<file path="src/rtl/trap_reservation_station_pkg.sv">
// Shared types for the trap-unit reservation station.
//   trap_decode_t   : decoded TO field carried with tw/twi operations.
//   trap_rs_entry_t : one buffered operation (busy, ready bits, values, tags, decode).
//   rr_select       : generic round-robin priority select, reusable by other stations.
package trap_reservation_station_pkg;

    // Tag fields in the entry struct are sized for the widest supported tag;
    // narrower producer tags are zero-extended on capture and comparison.
    localparam int unsigned RS_TAG_MAX_W = 16;
    localparam int unsigned RR_MAX_N     = 16;
    localparam int unsigned RR_IDX_W     = 4;

    typedef struct packed {
        logic [4:0] TO;
    } trap_decode_t;

    typedef struct packed {
        logic                    busy;
        logic                    op1_rdy;
        logic                    op2_rdy;
        logic [31:0]             op1_value;
        logic [31:0]             op2_value;
        logic [RS_TAG_MAX_W-1:0] op1_tag;
        logic [RS_TAG_MAX_W-1:0] op2_tag;
        trap_decode_t            control;
    } trap_rs_entry_t;

    typedef struct packed {
        logic                found;
        logic [RR_IDX_W-1:0] idx;
    } rr_pick_t;

    // First set bit of req[n-1:0] at or after ptr, wrapping modulo n.
    function automatic rr_pick_t rr_select(input logic [RR_MAX_N-1:0] req,
                                           input logic [RR_IDX_W-1:0] ptr,
                                           input int unsigned         n);
        rr_pick_t    r;
        int unsigned slot;
        logic [31:0] slot_bits;
        r.found = 1'b0;
        r.idx   = '0;
        for (int unsigned k = 0; k < RR_MAX_N; k++) begin
            if (!r.found && (k < n)) begin
                slot      = (32'(ptr) + k) % n;
                slot_bits = slot;
                if (req[slot_bits[RR_IDX_W-1:0]]) begin
                    r.found = 1'b1;
                    r.idx   = slot_bits[RR_IDX_W-1:0];
                end
            end
        end
        return r;
    endfunction

endpackage

</file>
<file path="src/rtl/trap_reservation_station_if.sv">
// Dispatch / CDB / issue bundle of the trap reservation station.
//   master : dispatch + CDB + flush + trap_unit ready (environment side)
//   slave  : the reservation station itself
interface trap_reservation_station_if #(
    parameter int unsigned RS_ID_WIDTH = 5
);
    import trap_reservation_station_pkg::*;

    // Dispatch side
    logic                   take_valid;
    logic                   take_ready;
    logic                   op1_valid;
    logic [31:0]            op1_value;
    logic [RS_ID_WIDTH-1:0] op1_rs_id;
    logic                   op2_valid;
    logic [31:0]            op2_value;
    logic [RS_ID_WIDTH-1:0] op2_rs_id;
    trap_decode_t           control;

    // Common data bus and pipeline flush
    logic                   cdb_valid;
    logic [RS_ID_WIDTH-1:0] cdb_rs_id;
    logic [31:0]            cdb_result;
    logic                   flush;

    // Issue side toward trap_unit
    logic                   issue_valid;
    logic                   issue_ready;
    logic [RS_ID_WIDTH-1:0] issue_rs_id;
    logic [31:0]            issue_op1;
    logic [31:0]            issue_op2;
    trap_decode_t           issue_control;

    modport master (
        output take_valid, op1_valid, op1_value, op1_rs_id,
               op2_valid, op2_value, op2_rs_id, control,
               cdb_valid, cdb_rs_id, cdb_result, flush, issue_ready,
        input  take_ready, issue_valid, issue_rs_id, issue_op1, issue_op2, issue_control
    );

    modport slave (
        input  take_valid, op1_valid, op1_value, op1_rs_id,
               op2_valid, op2_value, op2_rs_id, control,
               cdb_valid, cdb_rs_id, cdb_result, flush, issue_ready,
        output take_ready, issue_valid, issue_rs_id, issue_op1, issue_op2, issue_control
    );

endinterface

</file>
<file path="src/rtl/trap_reservation_station_rr_arbiter.sv">
// Round-robin arbiter shared by unit schedulers.
//   req_i   : N-wide request vector
//   ptr_i   : highest-priority index this cycle
//   grant_o : one-hot grant (all zero when nothing requests)
//   idx_o   : index of the granted request
module rr_arbiter
    import trap_reservation_station_pkg::*;
#(
    parameter int unsigned N     = 4,
    parameter int unsigned IDX_W = 2
) (
    input  logic [N-1:0]     req_i,
    input  logic [IDX_W-1:0] ptr_i,
    output logic [N-1:0]     grant_o,
    output logic [IDX_W-1:0] idx_o
);

    logic [RR_MAX_N-1:0] req_pad;
    rr_pick_t            pick;

    always_comb begin
        req_pad        = '0;
        req_pad[N-1:0] = req_i;
        pick           = rr_select(req_pad, RR_IDX_W'(ptr_i), N);
        idx_o          = IDX_W'(pick.idx);
        grant_o        = '0;
        if (pick.found) begin
            grant_o[idx_o] = 1'b1;
        end
    end

endmodule

</file>
<file path="src/rtl/trap_reservation_station.sv">
// Out-of-order scheduler in front of trap_unit.
// Buffers tw/twi operations until both operands are known (snooping the CDB),
// then issues ready entries one per cycle in round-robin order.
//   clk, rst : clock and asynchronous active-high reset
//   bus      : dispatch (take_*/opN_*/control), CDB (cdb_*), flush, and the
//              issue_* handshake toward trap_unit; entry i is tagged RS_OFFSET+i
module trap_reservation_station
    import trap_reservation_station_pkg::*;
#(
    parameter int unsigned RS_ID_WIDTH = 5,
    parameter int unsigned ENTRIES     = 4,
    parameter int unsigned RS_OFFSET   = 0
) (
    input  logic                        clk,
    input  logic                        rst,
    trap_reservation_station_if.slave   bus
);

    localparam int unsigned IDX_W = (ENTRIES > 1) ? $clog2(ENTRIES) : 1;

    trap_rs_entry_t   entry_q [ENTRIES];
    trap_rs_entry_t   entry_d [ENTRIES];
    logic [IDX_W-1:0] rr_q, rr_d;
    logic             lock_q, lock_d;
    logic [IDX_W-1:0] lock_idx_q, lock_idx_d;

    logic [ENTRIES-1:0]    ready_vec;
    logic [ENTRIES-1:0]    arb_grant;
    logic [IDX_W-1:0]      arb_idx;
    logic [IDX_W-1:0]      sel_idx;
    logic [IDX_W-1:0]      alloc_idx;
    logic                  alloc_found;
    logic                  take_fire;
    logic                  issue_valid;
    logic                  issue_fire;
    logic [RS_TAG_MAX_W-1:0] cdb_tag;
    logic                  byp1, byp2;

    assign cdb_tag = RS_TAG_MAX_W'(bus.cdb_rs_id);

    always_comb begin
        for (int unsigned e = 0; e < ENTRIES; e++) begin
            ready_vec[e] = entry_q[e].busy & entry_q[e].op1_rdy & entry_q[e].op2_rdy;
        end
    end

    // Lowest-index free entry, from registered busy bits only.
    always_comb begin
        alloc_found = 1'b0;
        alloc_idx   = '0;
        for (int unsigned e = ENTRIES; e > 0; e--) begin
            if (!entry_q[e-1].busy) begin
                alloc_found = 1'b1;
                alloc_idx   = IDX_W'(e - 1);
            end
        end
    end

    rr_arbiter #(
        .N     (ENTRIES),
        .IDX_W (IDX_W)
    ) u_arb (
        .req_i   (ready_vec),
        .ptr_i   (rr_q),
        .grant_o (arb_grant),
        .idx_o   (arb_idx)
    );

    // A stalled offer keeps its registered index so the outputs stay stable
    // even when a higher-priority entry becomes ready meanwhile.
    assign sel_idx     = lock_q ? lock_idx_q : arb_idx;
    assign issue_valid = lock_q | (|arb_grant);
    assign issue_fire  = issue_valid & bus.issue_ready;
    assign take_fire   = bus.take_valid & alloc_found & ~bus.flush;

    assign bus.take_ready = alloc_found;

    always_comb begin
        bus.issue_valid   = issue_valid;
        bus.issue_rs_id   = '0;
        bus.issue_op1     = '0;
        bus.issue_op2     = '0;
        bus.issue_control = '0;
        if (issue_valid) begin
            bus.issue_rs_id   = RS_ID_WIDTH'(RS_OFFSET + 32'(sel_idx));
            bus.issue_op1     = entry_q[sel_idx].op1_value;
            bus.issue_op2     = entry_q[sel_idx].op2_value;
            bus.issue_control = entry_q[sel_idx].control;
        end
    end

    assign byp1 = bus.cdb_valid && (RS_TAG_MAX_W'(bus.op1_rs_id) == cdb_tag);
    assign byp2 = bus.cdb_valid && (RS_TAG_MAX_W'(bus.op2_rs_id) == cdb_tag);

    // Priority within one edge: snoop, then issue release, then allocation
    // (only into an entry free before the edge), with flush overriding all.
    always_comb begin
        for (int unsigned e = 0; e < ENTRIES; e++) begin
            entry_d[e] = entry_q[e];
        end

        if (bus.cdb_valid) begin
            for (int unsigned e = 0; e < ENTRIES; e++) begin
                if (entry_q[e].busy) begin
                    if (!entry_q[e].op1_rdy && (entry_q[e].op1_tag == cdb_tag)) begin
                        entry_d[e].op1_rdy   = 1'b1;
                        entry_d[e].op1_value = bus.cdb_result;
                    end
                    if (!entry_q[e].op2_rdy && (entry_q[e].op2_tag == cdb_tag)) begin
                        entry_d[e].op2_rdy   = 1'b1;
                        entry_d[e].op2_value = bus.cdb_result;
                    end
                end
            end
        end

        if (issue_fire) begin
            entry_d[sel_idx].busy = 1'b0;
        end

        if (take_fire) begin
            entry_d[alloc_idx].busy      = 1'b1;
            entry_d[alloc_idx].op1_rdy   = bus.op1_valid | byp1;
            entry_d[alloc_idx].op1_value = bus.op1_valid ? bus.op1_value : bus.cdb_result;
            entry_d[alloc_idx].op1_tag   = RS_TAG_MAX_W'(bus.op1_rs_id);
            entry_d[alloc_idx].op2_rdy   = bus.op2_valid | byp2;
            entry_d[alloc_idx].op2_value = bus.op2_valid ? bus.op2_value : bus.cdb_result;
            entry_d[alloc_idx].op2_tag   = RS_TAG_MAX_W'(bus.op2_rs_id);
            entry_d[alloc_idx].control   = bus.control;
        end

        if (bus.flush) begin
            for (int unsigned e = 0; e < ENTRIES; e++) begin
                entry_d[e].busy = 1'b0;
            end
        end
    end

    always_comb begin
        rr_d       = rr_q;
        lock_d     = lock_q;
        lock_idx_d = lock_idx_q;
        if (issue_fire) begin
            rr_d   = (sel_idx == IDX_W'(ENTRIES - 1)) ? '0 : sel_idx + IDX_W'(1);
            lock_d = 1'b0;
        end else if (issue_valid) begin
            lock_d     = 1'b1;
            lock_idx_d = sel_idx;
        end
        // Flush drops any in-flight offer but leaves fairness state alone.
        if (bus.flush) begin
            rr_d   = rr_q;
            lock_d = 1'b0;
        end
    end

    always_ff @(posedge clk or posedge rst) begin
        if (rst) begin
            for (int unsigned e = 0; e < ENTRIES; e++) begin
                entry_q[e] <= '0;
            end
            rr_q       <= '0;
            lock_q     <= 1'b0;
            lock_idx_q <= '0;
        end else begin
            for (int unsigned e = 0; e < ENTRIES; e++) begin
                entry_q[e] <= entry_d[e];
            end
            rr_q       <= rr_d;
            lock_q     <= lock_d;
            lock_idx_q <= lock_idx_d;
        end
    end

endmodule

</file>
<file path="src/flat_wrapper.sv">
// flat-port wrapper written by rule: the top's interface ports become plain ports
module trap_reservation_station_flat import trap_reservation_station_pkg::*;
#(
    parameter int unsigned RS_ID_WIDTH = 5,
    parameter int unsigned ENTRIES     = 4,
    parameter int unsigned RS_OFFSET   = 0
)
  (clk, rst, bus_take_valid, bus_op1_valid, bus_op1_value, bus_op1_rs_id, bus_op2_valid, bus_op2_value, bus_op2_rs_id, bus_control, bus_cdb_valid, bus_cdb_rs_id, bus_cdb_result, bus_flush, bus_issue_ready, bus_take_ready, bus_issue_valid, bus_issue_rs_id, bus_issue_op1, bus_issue_op2, bus_issue_control);
  trap_reservation_station_if #(.RS_ID_WIDTH(RS_ID_WIDTH)) bus_i ();
  input  logic clk;
  input  logic rst;
  input wire logic [$bits(bus_i.take_valid)-1:0] bus_take_valid;
  input wire logic [$bits(bus_i.op1_valid)-1:0] bus_op1_valid;
  input wire logic [$bits(bus_i.op1_value)-1:0] bus_op1_value;
  input wire logic [$bits(bus_i.op1_rs_id)-1:0] bus_op1_rs_id;
  input wire logic [$bits(bus_i.op2_valid)-1:0] bus_op2_valid;
  input wire logic [$bits(bus_i.op2_value)-1:0] bus_op2_value;
  input wire logic [$bits(bus_i.op2_rs_id)-1:0] bus_op2_rs_id;
  input wire logic [$bits(bus_i.control)-1:0] bus_control;
  input wire logic [$bits(bus_i.cdb_valid)-1:0] bus_cdb_valid;
  input wire logic [$bits(bus_i.cdb_rs_id)-1:0] bus_cdb_rs_id;
  input wire logic [$bits(bus_i.cdb_result)-1:0] bus_cdb_result;
  input wire logic [$bits(bus_i.flush)-1:0] bus_flush;
  input wire logic [$bits(bus_i.issue_ready)-1:0] bus_issue_ready;
  output wire logic [$bits(bus_i.take_ready)-1:0] bus_take_ready;
  output wire logic [$bits(bus_i.issue_valid)-1:0] bus_issue_valid;
  output wire logic [$bits(bus_i.issue_rs_id)-1:0] bus_issue_rs_id;
  output wire logic [$bits(bus_i.issue_op1)-1:0] bus_issue_op1;
  output wire logic [$bits(bus_i.issue_op2)-1:0] bus_issue_op2;
  output wire logic [$bits(bus_i.issue_control)-1:0] bus_issue_control;
  assign bus_i.take_valid = bus_take_valid;
  assign bus_i.op1_valid = bus_op1_valid;
  assign bus_i.op1_value = bus_op1_value;
  assign bus_i.op1_rs_id = bus_op1_rs_id;
  assign bus_i.op2_valid = bus_op2_valid;
  assign bus_i.op2_value = bus_op2_value;
  assign bus_i.op2_rs_id = bus_op2_rs_id;
  assign bus_i.control = bus_control;
  assign bus_i.cdb_valid = bus_cdb_valid;
  assign bus_i.cdb_rs_id = bus_cdb_rs_id;
  assign bus_i.cdb_result = bus_cdb_result;
  assign bus_i.flush = bus_flush;
  assign bus_i.issue_ready = bus_issue_ready;
  assign bus_take_ready = bus_i.take_ready;
  assign bus_issue_valid = bus_i.issue_valid;
  assign bus_issue_rs_id = bus_i.issue_rs_id;
  assign bus_issue_op1 = bus_i.issue_op1;
  assign bus_issue_op2 = bus_i.issue_op2;
  assign bus_issue_control = bus_i.issue_control;
  trap_reservation_station #(.RS_ID_WIDTH(RS_ID_WIDTH), .ENTRIES(ENTRIES), .RS_OFFSET(RS_OFFSET)) u_core (.clk(clk), .rst(rst), .bus(bus_i));
endmodule
</file>
<file path="config.mk">
export PLATFORM = sky130hd
export DESIGN_NAME = trap_reservation_station_flat
export DESIGN_NICKNAME = d
export VERILOG_FILES = /design/src/rtl/trap_reservation_station_pkg.sv /design/src/rtl/trap_reservation_station_if.sv /design/src/rtl/trap_reservation_station_rr_arbiter.sv /design/src/rtl/trap_reservation_station.sv /design/src/flat_wrapper.sv
export SDC_FILE = /design/constraint.sdc
export NUM_CORES = 1
export LEC_CHECK = 0
export CAP_MARGIN = 15
export CORE_UTILIZATION = 36
export CTS_BUF_LIST = sky130_fd_sc_hd__clkbuf_4 sky130_fd_sc_hd__clkbuf_8 sky130_fd_sc_hd__clkbuf_16
export DETAILED_ROUTE_END_ITERATION = 8
export HOLD_SLACK_MARGIN = 0.15
export SLEW_MARGIN = 30
export SYNTH_ARGS = -nofsm -noshare
export SYNTH_HDL_FRONTEND = slang
export SYNTH_SLANG_ARGS = --single-unit
</file>
<file path="constraint.sdc">
create_clock -name clk -period 17.85 [get_ports clk]
set_input_delay 4.4625 -clock clk [delete_from_list [all_inputs] [get_ports clk]]
set_output_delay 4.4625 -clock clk [all_outputs]
set_load 0.01 [all_outputs]
</file>
* After elaboration in Yosys (flattened, before gate mapping)
Index checks and enable logic that the tools add are counted.
** Cells by class
- Multipliers :: 0
- Divide/modulo/power cells :: 0
- Add/subtract/negate cells :: 4
- Equal/unequal tests :: 11
- Shifts and indexed selects :: 0
- Bitwise logic cells :: 18
- Reductions and logical operators :: 25
- $lt $le $gt $ge :: 10
- Muxes and demuxes :: 97
** Operator list (number)
- $bwmux 416 :: 9
- $demux 104 s2 :: 9
- $mux 416 :: 2
- $mux 66 :: 8
- $mux 32 :: 12
- $mux 101 :: 3
- $bmux 104 s2 :: 1
- $mux 104 :: 2
- $eq 16x5->1 :: 8
- $mux 103 :: 1
- $mux 102 :: 1
- $mux 69 :: 1
- $mux 5 :: 9
- $mux 37 :: 1
- $mux 1 :: 24
- $mux 21 :: 1
- $lt 2x5->1 const B :: 4
- $mux 2 :: 7
- $logic_and 1x1->1 :: 13
- $and 1x1->1 :: 11
- $eq 5x5->1 :: 2
- $bmux 1 s2 :: 4
- $logic_not 1->1 :: 8
- $ge 3x3->1 const B :: 2
- 14 further kinds :: 22
** Word-level totals
- Input port bits :: 124
- Output and inout bits :: 76
- Memory bits (writable) :: 0
- Bits in latches :: 0
- Memories :: 0
- Logic and storage cells :: 200
- Bits in read-only memories :: 0
- Flip-flop bits (word level) :: 421

* Longest topological paths before layout
Gate-level depths: netlist of run 1.
- Depth in word-level cells :: 30
- Gate-level depth with buffers :: 12
- Depth with buffers taken out :: 9

* Cells and area by module
A second synthesis of run 1 with hierarchy kept.
** Unflattened totals
- Cells, all modules :: 1663
- Area, all modules :: 17551.8 um^2
** By module, submodules not included
- trap_reservation_station :: cells each 1633, seq. area each 8333.0 um^2, area each 17366.7 um^2, times used 1
- rr_arbiter :: cells each 30, seq. area each 0.0 um^2, area each 185.2 um^2, times used 1

* Worst setup path after synthesis of run 1
OpenSTA, ideal clock, no wires.
- Path type :: flip-flop to output port
- From :: reg u_core.entry_q[103] (netlist bit)
- To :: out bus_issue_op1[10]
- Cell stages (with the launch flop) :: 11
- Path slack :: 11.571 ns
- Path buffers :: 4
- Data required time :: 13.387 ns
- Data arrival time :: 1.816 ns
- Cell sequence :: dfrtp_1 > buf_2 > and3_1 > o221ai_1 > o21ai_1 > a22oi_1 > buf_4 > buf_6 > buf_8 > mux2i_1 > o22ai_1
** On the way
- Word-level cells in the longest chain between the ends :: 19
- Elaborated cells on any way between the ends :: 31
- Classes of those cells :: order compare (2); mux (23); bitwise (4); reduce/logical (2)
** Ends and longest elaborated chain
- start, declared :: RTL line trap_reservation_station.sv:21 : trap_rs_entry_t entry_q [ENTRIES];
- start signal, assigned by index :: RTL line trap_reservation_station.sv:167 : entry_q[e] <= entry_d[e];
- $and 1x1->1 * (2 in series) :: RTL line trap_reservation_station.sv:43 : ready_vec[e] = entry_q[e].busy & entry_q[e].op1_rdy & entry_q[e].op2_rdy;
- $bmux 1 s2 :: RTL line trap_reservation_station_pkg.sv:46 : if (req[slot_bits[RR_IDX_W-1:0]]) begin
- $mux 1 (implied by the code) :: RTL line trap_reservation_station_pkg.sv:46
- $mux 5 (2 in series) :: RTL line trap_reservation_station_pkg.sv:46
- $mux 5 :: RTL line trap_reservation_station_pkg.sv:43 : if (!r.found && (k < n)) begin
- $mux 5 :: RTL line trap_reservation_station_pkg.sv:46
- $mux 5 :: RTL line trap_reservation_station_pkg.sv:43
- $mux 5 :: RTL line trap_reservation_station_pkg.sv:46
- $mux 5 * :: RTL line trap_reservation_station_pkg.sv:43
- $lt 2x3->1 (implied by the code) / $ge 2x1->1 (equally long branches) :: RTL line trap_reservation_station_rr_arbiter.sv:28 : grant_o[idx_o] = 1'b1;
- $logic_and 1x1->1 (implied by the code) :: RTL line trap_reservation_station_rr_arbiter.sv:28
- $mux 1 (implied by the code) :: RTL line trap_reservation_station_rr_arbiter.sv:28
- $demux 1 s2 :: RTL line trap_reservation_station_rr_arbiter.sv:28
- $mux 4 :: RTL line trap_reservation_station_rr_arbiter.sv:27 : if (pick.found) begin
- $reduce_or 4->1 :: RTL line trap_reservation_station.sv:72 : assign issue_valid = lock_q | (|arb_grant);
- $or 1x1->1 :: RTL line trap_reservation_station.sv:72
- $mux 32 * :: RTL line trap_reservation_station.sv:84 : if (issue_valid) begin
- end, declared :: RTL line flat_wrapper.sv:28 : output wire logic [$bits(bus_i.issue_op1)-1:0] bus_issue_op1;
Every way passes the cells marked *; elsewhere a longest branch is shown, timed or not. The select of a mux whose other input is x is not followed.

* Final worst setup path of run 1
- From :: reg u_core.entry_q[207] (netlist bit)
- To :: out bus_issue_op1[0]
Same word-level chain as after synthesis.

==> reports/metrics.cfg, run 1 <==
[floorplanning]
die_x_um = 215
start_util_pct = 36.7
core_area_um2 = 44400
die-area_um2 = 46100
die_h_um = 215
io_pins = 200
row_count = 77

[clock_tree]
h-tree-depth = 2
holdBufCountCts = 0
max-clock-path-buffers = 3
clk_latency_ns = 0.55
post-cts-setup-buffer-count = 0
cts.sinks = 333
clkSlewWorstSetupHoldPaths_ns = 0.06
cts_buffers = 39
tritoncts = built
ctsResizeCount = 0
root_buffer = clkbuf_16

[worst_setup_path]
r2r_slack_ns = 14.88
worst_r2r_endpoint = u_core.entry_q[42]
cpMaxStageDelayCell = nand2_2
cp.arrival_ns = 4.07
worst_setup_path_startpoint = u_core.entry_q[207]
endpoint = bus_issue_op1[0]
worst_setup_path_end_kind = output pin
cpPeakStageDelay_ns = 0.68
critical_path_depth = 8
crit_buf_inv = 3
worstSetupPathType = reg2out
crit_required_ns = 13.39
crit_family = buffers and inverters
crit_chain = nand3_1 > o21ai_0 > and2_1 > clkinv_2 > nand2_2 > buf_4 > o22ai_1 > clkdlybuf4s50_1
start_kind = flop
path_max_fanout = 35
worstReg2RegStart = u_core.entry_q[415]
ff2ff_path_depth = 7

[timing]
hold_viol = 0
rsz0062_at_grt = false
whs_ns = 0.476
tightest_slew_ns = 1.02
max_freq_mhz = 117
slew_headroom_pct = 32.3
clock_skew_ns = 0.0192
slew_violations = 0
setup_viol = 0
fin_tns_setup_ns = 0
post-route-period-util_pct = 47.8
period_needed_ns = 8.53

[placed_design]
dp.cells = 2465
port_buffers = 196
gp_congestion = 0.832
hpwlAfterDp_um = 36600

[power_and_ir_drop]
finalPower_mw = 2.28
leakage_nw = 9.50
max-vdd-ir-drop_mv = 0.0559
power_density_nw_per_um2 = 114

[synthesis]
synth_top_flop_cell = dfrtp_1
synth-edff-count = 0
syn_inst = 1775
synth-seq-cells = 333
yosysWarnings = 0
synth_area_um2 = 16300
synthArstFlopShare_pct = 100
ys_types = 49
synth_top_area_share_pct = 51.1
yosys.area.top_type = dfrtp_1
synth_area_leaders = dfrtp_1 51%, o22ai_1 13%, nor2_1 9.3%
seq_area_frac_synth_pct = 51.1
syn_avg_cell_area_um2 = 9.18

[drt]
firstDrtPassIters = 7
drc = 0
routedWlPerCell_um = 23.0
vias = 14500
drt.antenna.violating_nets = 0
totalWireLength_um = 58400
avgViaCountPerCell = 5.70
drtIter0Drc = 1286

[global_route]
grt_pass1_wl_um = 89700
grt_pass1_vias = 14800
overflow = 0
grtUsageTotal_pct = 25.1
antenna_found_initial = 3
grt_start_max_net_pins = 123

[run]
drv_cap = 0

[cells_and_area]
diodes = 0
fill_cells = 4220
nets = 2041
area_growth_pct = 22.6
multi_input_area_um2 = 7130
regArea_um2 = 8330
stdcell_count = 2535
post-route-util_pct = 45.0
drive_gt1_share_pct = 6.74

[hold_path]
hp-class = reg2reg

[status]
outcome = completed

==> layout by cell type (no fill, tap or decap), types with 8 or more instances in the layout <==
cell type / instances
clkbuf_8: 12
inv_1: 43
a21oi_1: 70
dfrtp_1: 333
clkdlybuf4s50_1: 196
mux2i_1: 138
buf_4: 31
nor4_1: 9
xnor2_1: 18
xor2_1: 32
a31oi_1: 8
clkbuf_16: 41
nand3_1: 10
nor2_1: 405
o22ai_1: 326
nand2_1: 193
==> Yosys cell counts (2+ instances only) <==
cell type / count
a21oi_1: 70
a31o_2: 2
a31oi_1: 8
and3_1: 2
buf_1: 4
buf_2: 53
buf_4: 16
buf_6: 8
buf_8: 6
clkbuf_1: 46
dfrtp_1: 333
inv_1: 44
mux2i_1: 138
nand2_1: 194
nand3_1: 10
nand4_1: 5
nor2_1: 405
nor3_2: 2
nor4_1: 9
o21ai_0: 3
o21ai_1: 4
o21ai_2: 5
o22a_1: 5
o22ai_1: 326
o22ai_2: 2
o31ai_1: 2
or3_1: 3
xnor2_1: 18
xor2_1: 32
==> per-stage QoR <==
step | setup WS (ns) | instance area, µm²
detailed placement | 9.88 | 18600
CTS | 9.33 | 19900
finish | 9.32 | 20000
global placement | 9.70 | 18600
floorplan | 4.16 | 16300
global route | 9.15 | 20000
==> worst min path at each step <==
stage,cells past startpoint,from,to,slack [ns]
after floorplan,2,u_core.entry_q[0],u_core.entry_q[0],0.44
after global placement,2,u_core.entry_q[209],u_core.entry_q[209],0.46
after detailed placement,2,u_core.entry_q[3],u_core.entry_q[3],0.46
after CTS,2,u_core.entry_q[3],u_core.entry_q[3],0.48
after global routing,2,u_core.entry_q[3],u_core.entry_q[3],0.50
final,2,u_core.entry_q[3],u_core.entry_q[3],0.48
==> flip-flops by register name (all words and copies together) (netlist names) <==
register,count
u_core.rr_q,2
u_core.lock_idx_q,2
u_core.lock_q,1
u_core.entry_q,328
==> cells by family (layout without fill, tap and decap cells) <==
family,count (synthesis),after routing,synth area share [%]
AOI/OAI and AO/OA,434,434,16.4
xor gates and xnor gates,50,50,2.69
and+or+nand+nor,638,638,15.4
other,1,3,0.0230
muxes,139,139,8.55
DFF,333,333,51.1
adders and majority gates,1,1,0.0768
buffers and inverters,179,345,5.70
==> power breakdown <==
group          switching, mW  internal, mW
clock network          0.321         0.493
logic                  0.259         0.219
registers             0.0901         0.898
==> area by class of cell <==
| type | instances | share of cell area, % |
|---|---|---|
| Multi-Input combinational cell | 1265 | 35.7 |
| Timing Repair Buffer | 232 | 11.4 |
| Clock buffer | 60 | 6.23 |
| Sequential cell | 333 | 41.7 |
| Clock inverter | 8 | 0.338 |
| Tap cell | 592 | 3.71 |
| Inverter | 45 | 0.890 |
==> metal layers <==
layer	global-route usage (%)	part of all wire [%]	up-vias
li1	-	-	6492
met1	34.2	44	7242
met2	40.8	48	632
met3	4.09	6.7	86
met4	8.00	2.0	6
met5	0	0.069	-
==> tightest hold or removal path: cells and delay by family (launching register included) <==
kind             cells  cell delay, ns
DFF                  1            0.34
and+or+nand+nor      2            0.10
Note: power is estimated with default switching activity, not from simulation.
==> inputs of run 2 (changes only) <==
- clock period: 17.85 -> 7.35 ns (I/O delays scaled with it)
==> run 2 against run 1 <==
  * Clock skew increased by 0.0042 ns
  * Total power increased by 140%
  * Global-route usage decreased by 0.56 points
  * Sequential share of layout area about the same
  * Non-clock buffer count increased by 1
  * Combinational power increased by 140%
  * Register-to-register slack got worse by 10 ns
  * Core utilization about the same
  * Flip-flop and latch count unchanged
  * Largest cell class unchanged
==> reports/metrics.cfg, run 2 (same netlist as run 1, synthesis figures left out) <==
[floorplanning]
die-area_um2 = 46100  ; unchanged
die_h_um = 215  ; unchanged
start_util_pct = 36.7  ; unchanged
die_x_um = 215  ; unchanged
row_count = 77  ; unchanged
core_area_um2 = 44400  ; unchanged
io_pins = 200  ; unchanged

[drt]
met3_length_um = 4020  ; +2.5%
dr_wl_met2_um = 26800  ; -3.4%
totalWireLength_um = 56900  ; -2.6%
routedWlPerCell_um = 22.5  ; -2.4%
drtIter0Drc = 1306  ; +1.6%
highest_layer = met5
drt.antenna.violating_nets = 0  ; unchanged
vias = 14400  ; -0.26%
drt-met1-wl_um = 24400  ; -4.4%
drc = 0  ; unchanged
firstDrtPassIters = 5  ; -2
avgViaCountPerCell = 5.70  ; about the same

[clock_tree]
post-cts-setup-buffer-count = 0  ; unchanged
cts.sinks = 333  ; unchanged
root_buffer = clkbuf_16
holdBufCountCts = 0  ; unchanged
cts_buffers = 39  ; unchanged
clk_latency_ns = 0.55  ; about the same
tritoncts = built
clkSlewWorstSetupHoldPaths_ns = 0.06  ; about the same
h-tree-depth = 2  ; unchanged
ctsResizeCount = 0  ; unchanged
max-clock-path-buffers = 3  ; unchanged

[cells_and_area]
largest_reg_flops = 328  ; unchanged
fin_area_um2 = 20000  ; about the same
drive_gt1_share_pct = 6.45  ; -0.29 points
multi_input_area_um2 = 7130  ; about the same
regMostFlops = u_core.entry_q
area_growth_pct = 22.5  ; about the same
final_cell_mix = 405 x nor2_1, 333 x dfrtp_1, 326 x o22ai_1
largestRegisters = u_core.entry_q x328, u_core.lock_idx_q x2, u_core.rr_q x2
stdcell_count = 2531  ; -0.16%
regArea_um2 = 8330  ; unchanged
nets = 2042  ; +0.049%
layout_commonest_cell = nor2_1
fill_cells = 4232  ; +0.28%

[timing]
fin_tns_setup_ns = 0  ; unchanged
whs_ns = 0.476  ; -0.000229 ns
slew_violations = 0  ; unchanged
period_needed_ns = 5.46
post-route-period-util_pct = 74.3
hold_viol = 0  ; unchanged
clock_skew_ns = 0.0234  ; +0.00424 ns
setup_viol = 0  ; unchanged
max_freq_mhz = 183
rsz0062_at_grt = false
tightest_slew_ns = 0.927  ; -0.0888 ns
slew_headroom_pct = 38.2  ; +5.9 points

[worst_setup_path]
cp.arrival_ns = 3.62  ; -0.45 ns
ff2ff_path_depth = 5  ; -2
crit_chain = nand3_2 > o221ai_1 > o21ai_1 > a22oi_2 > buf_6 > mux2i_1 > o22ai_1 > clkdlybuf4s50_1
cpMaxStageDelayCell = clkdlybuf4s50_1
r2r_slack_ns = 4.47  ; -10.41 ns
worst_r2r_endpoint = u_core.entry_q[80]
crit_required_ns = 5.51  ; -7.88 ns
cpPeakStageDelay_ns = 0.63  ; -0.05 ns
worstSetupPathType = reg2out
start_kind = flop
worst_setup_path_end_kind = output pin
path_max_fanout = 55  ; +57%
worstReg2RegStart = u_core.entry_q[415]

[power_and_ir_drop]
leakage_nw = 9.49  ; -0.13%
finalPower_mw = 5.53  ; +140%
power_density_nw_per_um2 = 277  ; +140%
max-vdd-ir-drop_mv = 0.137  ; +150%

[run]
drv_cap = 0  ; unchanged

[global_route]
overflow = 0  ; unchanged
grt_start_max_net_pins = 167  ; +36%
grtUsageTotal_pct = 24.6  ; -0.56 points
grt_pass1_wl_um = 88200  ; -1.6%
antenna_found_initial = 7  ; +4
grt_pass1_vias = 14800  ; +0.17%

[hold_path]
whs_endpoint = u_core.entry_q[3]
whs_path_depth = 2  ; unchanged
hold_start = u_core.entry_q[3]
hp-class = reg2reg

[placed_design]
port_buffers = 196  ; unchanged
hpwlAfterDp_um = 34900  ; -4.6%
place_area_um2 = 18600  ; about the same
dp.cells = 2466  ; +0.041%
gp_congestion = 0.815  ; -2.1%

[status]
outcome = completed

==> run 2: cell count changes in the layout (fill, tap and decap cells not counted), moves of 2 or more <==
cell | before | now
bufinv_16 | 1 | 4
clkinv_2 | 7 | 4
clkbuf_16 | 41 | 39
clkbuf_8 | 12 | 7
diode_2 | 0 | 2
==> run 2: how the worst max path moves through the flow <==
stage | startpoint | to | slack, ns | depth (start not counted)
2_1_floorplan | rst | u_core.entry_q[0] | 1.06 | 1
3_3_place_gp | u_core.entry_q[415] | bus_issue_op2[3] | 2.29 | 8
3_5_place_dp | u_core.entry_q[415] | bus_issue_op2[3] | 2.26 | 8
4_1_cts | u_core.entry_q[415] | bus_issue_op2[3] | 1.67 | 8
5_1_grt | u_core.entry_q[207] | bus_issue_op2[3] | 1.66 | 8
6_report | u_core.entry_q[415] | bus_issue_op2[3] | 1.89 | 8
==> run 2: area by class of cell <==
cell class                 count  area share, %
inverter                      45          0.871
antenna                        2         0.0251
timing repair buffer         233           11.6
sequential                   333           41.7
clock buffer                  52           5.60
tap                          592           3.71
multi-input combinational   1265           35.7
clock inverter                 9          0.758
==> run 2: where the power goes <==
group	internal (mW)	switching, mW	leakage (nW)	total [mW]
clock	1.20	0.771	0.631	1.97
combinational	0.538	0.633	4.85	1.17
sequential	2.18	0.213	4.01	2.39
==> run 2: metal layers <==
layer / global-route usage [%] / vias to the layer above
met5: 0 / -
met4: 8.83 / 10
met3: 4.64 / 113
met2: 40.1 / 629
met1: 32.4 / 7186
li1: - / 6483
==> run 2: per-stage QoR <==
step                util, %  setup WS, ns
floorplan                 -          1.06
global placement       41.9          2.29
detailed placement     41.9          2.26
CTS                    44.8          1.67
global route           45.0          1.66
finish                 45.0          1.89
==> run 2: worst max-delay path, delay by kind of cell (launching register included) <==
kind                   cells  cell delay, ns
buffers and inverters      2            1.22
and+or+nand+nor            1            0.16
DFF                        1            0.59
AOI/OAI and AO/OA          4            0.94
muxes                      1            0.16
